[config.mk]
export PLATFORM = sky130hd
export DESIGN_NAME = ifetch_ctrl
export DESIGN_NICKNAME = d
export VERILOG_FILES = /design/src/rtl/ifetch_ctrl.sv
export SDC_FILE = /design/constraint.sdc
export NUM_CORES = 1
export LEC_CHECK = 0
export ABC_CLOCK_PERIOD_IN_PS = 4100
export CORE_ASPECT_RATIO = 1.1
export CORE_UTILIZATION = 50
export CTS_CLUSTER_DIAMETER = 50
export DETAILED_ROUTE_END_ITERATION = 6
export GPL_TIMING_DRIVEN = 0
export PLACE_DENSITY = 0.73
export SYNTH_ARGS = -nofsm -noshare
export SYNTH_HDL_FRONTEND = slang
export SYNTH_SLANG_ARGS = --single-unit
[constraint.sdc]
create_clock -name clk -period 4.1 [get_ports clk]
set_input_delay 0.82 -clock clk [delete_from_list [all_inputs] [get_ports clk]]
set_output_delay 0.82 -clock clk [all_outputs]
set_load 0.02 [all_outputs]
[src/rtl/ifetch_ctrl.sv]
// Instruction fetch sequencer: walks the fetch offset, issues one I-cache read at a time,
// and presents fetched words to decode with valid/stall flow control, redirects and traps.
module ifetch_ctrl #(
    parameter int                     WORD_LENGTH    = 32,
    parameter int                     TIMEOUT_CYCLES = 64,
    parameter logic [WORD_LENGTH-1:0] RESET_OFS      = '0
) (
    input  logic                   clk,
    input  logic                   rst,
    input  logic                   runEn,
    input  logic                   stallIn,
    input  logic                   redirValid,
    input  logic [WORD_LENGTH-1:0] redirOfs,
    output logic                   icReq,
    output logic [WORD_LENGTH-1:0] icAdr,
    input  logic                   icAck,
    input  logic [WORD_LENGTH-1:0] icData,
    output logic                   outValid,
    output logic [WORD_LENGTH-1:0] outInstr,
    output logic [WORD_LENGTH-1:0] outPstate1,
    output logic                   trapValid,
    output logic [1:0]             trapCode,
    input  logic                   trapClr
);

    typedef enum logic [1:0] {IDLE, REQ, HOLD, TRAP} state_t;

    localparam logic [1:0]             TRAP_NONE    = 2'b00;
    localparam logic [1:0]             TRAP_ALIGN   = 2'b01;
    localparam logic [1:0]             TRAP_TIMEOUT = 2'b10;
    localparam logic [7:0]             TO_LAST      = 8'(TIMEOUT_CYCLES - 1);
    localparam logic [WORD_LENGTH-1:0] STEP         = WORD_LENGTH'(4);

    state_t                 state, state_n;
    logic [WORD_LENGTH-1:0] ofs, ofs_n;
    logic [WORD_LENGTH-1:0] pend_ofs, pend_ofs_n;
    logic                   pend, pend_n;
    logic [7:0]             cnt, cnt_n;
    logic [1:0]             code, code_n;
    logic [WORD_LENGTH-1:0] adr;
    logic                   ov_n;
    logic                   capture;
    logic                   misaligned;

    assign misaligned = (redirOfs[1:0] != 2'b00);

    // NOTE: every output of this block gets a default first, so no path can infer a latch.
    always_comb begin
        state_n    = state;
        ofs_n      = ofs;
        pend_n     = pend;
        pend_ofs_n = pend_ofs;
        cnt_n      = cnt;
        code_n     = code;
        capture    = 1'b0;
        ov_n       = outValid & stallIn;   // held only while decode refuses it

        if (state != TRAP && redirValid && misaligned) begin
            state_n = TRAP;
            code_n  = TRAP_ALIGN;
            ov_n    = 1'b0;
            pend_n  = 1'b0;
            cnt_n   = '0;
        end else begin
            unique case (state)
                IDLE, HOLD: begin
                    if (redirValid) begin
                        ofs_n   = redirOfs;
                        ov_n    = 1'b0;
                        state_n = runEn ? REQ : IDLE;
                    end else if (state == IDLE || !stallIn) begin
                        state_n = runEn ? REQ : IDLE;
                    end
                end
                REQ: begin
                    if (icAck) begin
                        cnt_n = '0;
                        // A redirect this cycle or one latched earlier squashes the returning word.
                        if (redirValid || pend) begin
                            ofs_n   = redirValid ? redirOfs : pend_ofs;
                            pend_n  = 1'b0;
                            ov_n    = 1'b0;
                            state_n = runEn ? REQ : IDLE;
                        end else begin
                            capture = 1'b1;
                            ov_n    = 1'b1;
                            ofs_n   = ofs + STEP;
                            state_n = stallIn ? HOLD : (runEn ? REQ : IDLE);
                        end
                    end else if (cnt == TO_LAST) begin
                        state_n = TRAP;
                        code_n  = TRAP_TIMEOUT;
                        ov_n    = 1'b0;
                        pend_n  = 1'b0;
                        cnt_n   = '0;
                    end else begin
                        cnt_n = cnt + 8'd1;
                        if (redirValid) begin
                            pend_n     = 1'b1;
                            pend_ofs_n = redirOfs;
                            ov_n       = 1'b0;
                        end
                    end
                end
                TRAP: begin
                    ov_n = 1'b0;
                    if (trapClr) begin
                        state_n = IDLE;
                        code_n  = TRAP_NONE;
                    end
                end
                default: state_n = IDLE;
            endcase
        end
    end

    // NOTE: state uses non-blocking assignments so every register samples pre-edge values.
    always_ff @(posedge clk or negedge rst) begin
        if (!rst) begin
            state      <= IDLE;
            ofs        <= RESET_OFS;
            pend       <= 1'b0;
            pend_ofs   <= '0;
            cnt        <= '0;
            code       <= TRAP_NONE;
            adr        <= '0;
            outValid   <= 1'b0;
            outInstr   <= '0;
            outPstate1 <= '0;
        end else begin
            state    <= state_n;
            ofs      <= ofs_n;
            pend     <= pend_n;
            pend_ofs <= pend_ofs_n;
            cnt      <= cnt_n;
            code     <= code_n;
            outValid <= ov_n;
            if (state_n == REQ) adr <= ofs_n;   // stable while waiting, since ofs only moves on ack
            if (capture) begin
                outInstr   <= icData;
                outPstate1 <= adr;
            end
        end
    end

    assign icReq     = (state == REQ);
    assign icAdr     = adr;
    assign trapValid = (state == TRAP);
    assign trapCode  = code;

endmodule

==> results.md, run 1 <==
* #FFs+latches synth at 174
* Post-Syn Instances at around 910
* Compound-gate portion of the synthesized area at 14.8%
* Final wirelength at between 20,000 and 30,000 µm
* Worst EP arrival at 3.69 ns
* Num CTS Buffers at 17
* Max Slew Vio Count at 0
* CP startpoint kind: input port
* Port Buffer Count at 171
* Placed cells at 1,316
* Total track usage at 31.3%
* Final period utilization at 82.3%
* CTS tree: built
* Pre-CTS setup slack at 0.415 ns
* Setup TNS at 0 ns
* Max-Cap Viols at 0
* Die span in y at 143 µm
* Later-pin clock latency in the skew report at 0.44 ns
* Post-Synth Adder-Cell Area at 0.278%
* Row count at 51
* Initial Util at 50.9%
* Top_reg_cell synth: dfrtp_1
* Period minus WS final at around 3.4 ns
* Initial antenna violation count at 0
* # DRC at 0
* Clock-pin slew on the worst setup and hold paths at around 0.07 ns
* Pre-Repair DR Iteration Count at 5
* Fin. Hold Viols at 0
* Worst-path maximum fanout at 10
* Fin worst setup slack at 0.726 ns
* Finished Layout Cells at 1,348
* Worst Path Required at 4.42 ns
* NumNets Final at between 1,000 and 1,500
* Synth unique cells at 88
* Layout cells sized above 1 at between 10% and 20%
* Root buf cell: clkbuf_16
* RePlAce Congestion at 0.972
* Setup-failing EPs final at 0
* Synth Area in Simple Gates at 21.2%
* Worst rel slew slack at roughly 24%
* Wire length per cell at 20.8 µm
* Grt ovf at 0
* Die area at 0.0185 mm²
* Synth Net Count at 979
* Largest family of logic cells by synthesized area: simple AND/OR/NAND/NOR gates
* Reg2reg path depth at 7
* HPWL Detailed at 19,800 µm
* Post-synth ARST share at 100%
* Hold_ws at 0.347 ns
* TritonCTS Sinks at 174
* Drt first-iter violations at 740
* FMAX at 0.296 GHz
* Status: finished, final reports clean
* Sequential cell area fraction in the yosys report at between 40% and 50%
* Die Wd at 130 µm
* Worst slew pin tran at 1.13 ns
* Diode count at 0
* Peak supply drop at 334 µV
* Leakage power at 5.14 nW
* First-pass GRT wire length at 43,300 µm
* Vias in the first global route at 7,786
* Routed vias at 8,122
* RSZ-0062 raised after global routing: false
* Worst Hold Class: in -> async
* P per Cell Area at 736 mW/mm²
* Fraction of synthesized area in multiplexers at 10.6%
* H-tree depth at 4
* Post_cts resized at 0
* Filler cells at ~1,500
* Ports at around 170
* Hold buffers post-CTS at 0
* CP Launch Point: icAck
* Synth-to-Final Area Change at 29.1%
* Maximum clock insertion buffer count at 2
* Avg Cell Area, Syn at 9.92 µm²
* Largest net degree at the start of global routing at 102
* Core Area at 0.0177 mm²
* Reg-to-reg startpoint: cnt[0]
* Vias per inst at 6.03
* CP Class: in -> reg
* Crit. End Element: flop
* Synth Warn # at 0
* Mapped Area at 0.00899 mm²
* Setup Skew at 0.00915 ns
* XOR/XNOR Fraction of Synth Area at 0.585%
* EDFF count, synth at 0
* Postcts setup bufs at 0
* Routed Antenna Nets at 0
-- final timing paths --
check	endpoint	slack, ns
setup / recovery	icAdr[23]	0.73
hold / removal	outPstate1[5]	0.35
setup reg to reg	icAdr[23]	1.19
hold reg to reg	outPstate1[6]	0.47
max in group asynchronous	icAdr[26]	2.84
min in group clk	outPstate1[6]	0.47
-- state kept, by name, indices dropped and copies added, names as in the netlist --
signal,count
cnt,8
icAdr,32
ofs,32
outInstr,32
outPstate1,32
outValid,1
pend,1
pend_ofs,32
state,2
trapCode,2
-- logic make-up after synthesis --
logic type | count (synthesis)
buf+inv | 73
flops | 174
xor+xnor | 6
simple gates | 392
fa+ha+maj | 2
mux | 77
compound gates | 182
-- critical path, cell delays in order --
cell	delay, ns
clkdlybuf4s50_1	0.59
nor3b_1	0.29
and2_1	0.19
o21ai_1	0.86
and3_1	0.31
buf_6	0.13
buf_6	0.18
mux2_4	0.31
-- per-layer routing --
| layer | vias to the layer above | GRT usage, % | routed length [µm] |
|---|---|---|---|
| met5 | - | 0 | 0 |
| met4 | 0 | 15.2 | 1130 |
| met3 | 103 | 8.77 | 2790 |
| met2 | 492 | 49.0 | 12800 |
| met1 | 3859 | 39.7 | 11300 |
| li1 | 3668 | - | - |
-- power breakdown --
| part | total (mW) | internal (mW) | switching [mW] |
|---|---|---|---|
| Sequential | 2.94 | 2.41 | 0.535 |
| Clock | 1.58 | 0.812 | 0.767 |
| Combinational | 4.03 | 1.78 | 2.24 |
| Total | 8.55 | 5.00 | 3.54 |
-- per-stage QoR --
| stage | instance area, µm² | utilization [%] | power, mW |
|---|---|---|---|
| detailed placement | 11000 | 62.4 | 6.92 |
| floorplan | 8990 | - | 5.25 |
| finish | 11600 | 65.7 | 8.55 |
| global placement | 11000 | 62.2 | 6.83 |
| CTS | 11600 | 65.7 | 8.52 |
| global route | 11600 | 65.7 | 9.01 |
-- synthesized netlist by cell type (3+ instances only) --
cell       instances  area share [%]
nand4_1           22             1.5
a211oi_1           8            0.67
nand2b_1          12            0.84
and3_1             9            0.63
o21a_1             4            0.33
nor2b_1            8            0.56
buf_2             25             1.4
buf_6              5            0.63
xor2_1             5            0.49
o2111ai_1          4            0.39
a22oi_1           12             1.0
mux2_2            14             1.8
clkbuf_1          18            0.75
nor3_1            17            0.95
mux2_1            22             2.8
buf_4              6            0.50
a221oi_1           9            0.88
inv_1             12            0.50
nand3_1           14            0.78
nor4_4             3            0.71
a21oi_1           27             1.5
o31ai_1            9            0.75
a31oi_1           13            0.90
mux2i_1           14             1.6
nor3b_1            4            0.33
and4_1             7            0.68
o211ai_1           3            0.25
dfrtp_1          174              48
buf_1              3            0.13
nor2_1            32             1.3
a311oi_1           5            0.49
o221a_2            6            0.75
a41o_1             3            0.33
nand2_1          230             9.6
o21ai_0           21             1.2
mux2_4            27             4.5
a211o_1            4            0.39
and2_1             4            0.28
o221ai_1          10            0.97
o22ai_1            9            0.63
nor4_1             4            0.28
o21ai_1            5            0.28
-- layout make-up --
class | count | area, µm² | area share, %
flip-flops and latches | 174 | 4350 | 37.5
well taps | 238 | 298 | 2.56
repair buffers | 172 | 1740 | 15.0
multi-input cells | 659 | 4260 | 36.7
plain buffers | 59 | 315 | 2.72
clock buffers | 18 | 429 | 3.70
clock inverters | 14 | 149 | 1.28
inverters | 14 | 57.6 | 0.496
-- cells in the final DEF, fill, tap and decap left out, types with 6 or more instances in the layout --
master,instances
o221ai_1,10
o21ai_0,21
buf_4,6
a221oi_1,9
nor2b_1,8
a22oi_1,12
mux2_1,22
mux2_2,14
clkbuf_1,19
a211oi_1,8
buf_2,25
nand4_1,22
and4_1,7
a31oi_1,13
nand2_1,230
o22ai_1,9
nand2b_1,12
o31ai_1,9
mux2_4,27
nor2_1,32
clkinv_4,6
a21oi_1,27
clkdlybuf4s50_1,170
o221a_2,6
inv_1,12
nand3_1,14
dfrtp_1,174
mux2i_1,14
and3_1,9
nor3_1,17
clkbuf_16,17
No activity file was read; power rests on OpenSTA's default activity.
==> inputs of run 2 (changes only) <==
Settings changed: ABC_CLOCK_PERIOD_IN_PS 4100 to 3000, CORE_UTILIZATION 50 to 48, PLACE_DENSITY 0.73 to 0.74.
Clock period 4.1 ns to 3 ns, I/O delays scaled along.
==> run 2 against run 1 <==
- design area grew 0.60%
- largest power group unchanged
- setup slack worse by 0.60 ns
- die area rose by 4.1%
- count of clock-buffer cells in the layout did not move
- total power is 39% higher
- global-route usage shrank 0.79 points
- register-to-register slack worse by 0.90 ns
- largest cell class unchanged
- via count barely moved
- final cell count is 0.37% higher
==> results.md, run 2 (synthesis results as in run 1) <==
* Post-Layout Inst Area at 0.0117 mm²
* Fin. Hold Viols at 0
* Worst rel slew slack at between 30% and 40%
* Maximum clock insertion buffer count at 2
* Routed vias at ~8,100
* CTS tree: built
* Core Area at 0.0183 mm²
* CP startpoint kind: input port
* Ports at roughly 170
* Layout cells sized above 1 at between 10% and 20%
* Pre-CTS setup slack at -0.527 ns
* Most frequent cells in the layout: nand2_1 (230), dfrtp_1 (174), clkdlybuf4s50_1 (170)
* CP Class: in -> reg
* Filler cells at 1,555
* FMAX at ~0.35 GHz
* Die Wd at 132 µm
* Setup-failing EPs final at 0
* Finished Layout Cells at 1,353
* CP Launch Point: redirOfs[1]
* Worst-path maximum fanout at 10
* Drt first-iter violations at between 800 and 900
* Largest net degree at the start of global routing at 113
* Worst EP arrival at 3.20 ns
* Post-place instance area at 0.0110 mm²
* Num CTS Buffers at 17
* Initial Util at 49.0%
* First-pass GRT wire length at 45,000 µm
* Row count at 52
* Setup Skew at 0.00950 ns
* Leakage power at 5.18 nW
* Total track usage at 30.5%
* Grt ovf at 0
* Fin worst setup slack at 0.126 ns
* Worst Path Required at 3.33 ns
* H-tree depth at 4
* Placed cells at between 1,000 and 1,500
* Die area at 0.0193 mm²
* Port Buffer Count at 171
* Pre-Repair DR Iteration Count at 6
* Root buf cell: clkbuf_16
* Initial antenna violation count at 0
* RSZ-0062 raised after global routing: false
* Max-Cap Viols at 0
* TritonCTS Sinks at 174
* Status: finished, final reports clean
* Clock-pin slew on the worst setup and hold paths at ~0.07 ns
* Diode count at 0
* Final period utilization at a little over nine tenths
* P per Cell Area at 1020 mW/mm²
* Total power at around 12 mW
* Worst slew pin tran at 0.944 ns
* HPWL Detailed at 20,100 µm
* Crit. End Element: flop
* Synth-to-Final Area Change at 29.9%
* Reg-to-reg startpoint: ofs[12]
* Wire length per cell at between 20 and 25 µm
* Vias in the first global route at approximately 8,000
* Period minus WS final at 2.87 ns
* # DRC at 0
* Die span in y at 146 µm
* Max Slew Vio Count at 0
* Peak supply drop at 412 µV
* Most common cell after layout, fill and taps aside: nand2_1
* Routed Antenna Nets at 0
* Worst Hold Class: in -> async
* Later-pin clock latency in the skew report at 0.44 ns
* RePlAce Congestion at 0.953
* Final wirelength at between 20,000 and 30,000 µm
* Vias per inst at between 5 and 6
* NumNets Final at approximately 1,200
-- run 2: path summary, 6_finish.rpt --
| kind | end | slack [ns] | cells past startpoint |
|---|---|---|---|
| setup / recovery | icAdr[0] | 0.13 | 7 |
| max in group asynchronous | ofs[30] | 1.98 | 2 |
| hold reg to reg | outInstr[2] | 0.47 | 2 |
| min in group clk | outInstr[2] | 0.47 | 2 |
| hold / removal | outPstate1[5] | 0.11 | 1 |
| setup reg to reg | icAdr[31] | 0.29 | 6 |
-- run 2: repair_timing --
| item | 4_1_cts | 5_1_grt |
|---|---|---|
| hold buffers | 0 | 0 |
| resized for setup | 2 | 8 |
| buffers inserted | 0 | 0 |
| pin swaps | 0 | 0 |
| endpoints found under the setup margin | 14 | 66 |
-- run 2: report_power, final --
part           total [mW]  internal, mW  switching, mW  leakage [nW]
clock network        2.36          1.30           1.07         0.309
registers            4.02          3.29          0.734          2.22
logic                5.51          2.44           3.07          2.65
-- run 2: routing by layer --
layer,up-vias,wire length [µm],GRT usage [%]
met5,-,0,0
met4,0,1110,15.1
met3,98,2460,6.41
met2,440,13000,47.4
met1,3920,11800,40.5
li1,3658,-,-
-- run 2: worst max-delay path, stage by stage --
cell	delay [ns]
clkdlybuf4s50_1	0.62
o21a_1	0.27
buf_2	0.21
nor3_1	0.72
nand2_1	0.23
a32o_1	0.29
mux2_4	0.26
-- run 2: per-stage QoR --
stage | setup TNS [ns] | util, % | hold slack [ns]
4_1_cts | 0 | 63.6 | 0.118
3_5_place_dp | -38.68 | 60.2 | 0.461
5_1_grt | 0 | 63.7 | 0.129
3_3_place_gp | -1065.62 | 60.0 | 0.457
6_report | 0 | 63.7 | 0.105
2_1_floorplan | 0 | - | 0.304
-- run 2: layout make-up --
cell class | count | area (µm²) | area share, %
clock buffer | 18 | 439 | 3.76
buffer | 59 | 322 | 2.75
timing repair buffer | 172 | 1740 | 14.9
multi-input combinational | 659 | 4270 | 36.6
tap | 243 | 304 | 2.60
inverter | 14 | 57.6 | 0.493
clock inverter | 14 | 190 | 1.63
sequential | 174 | 4350 | 37.3
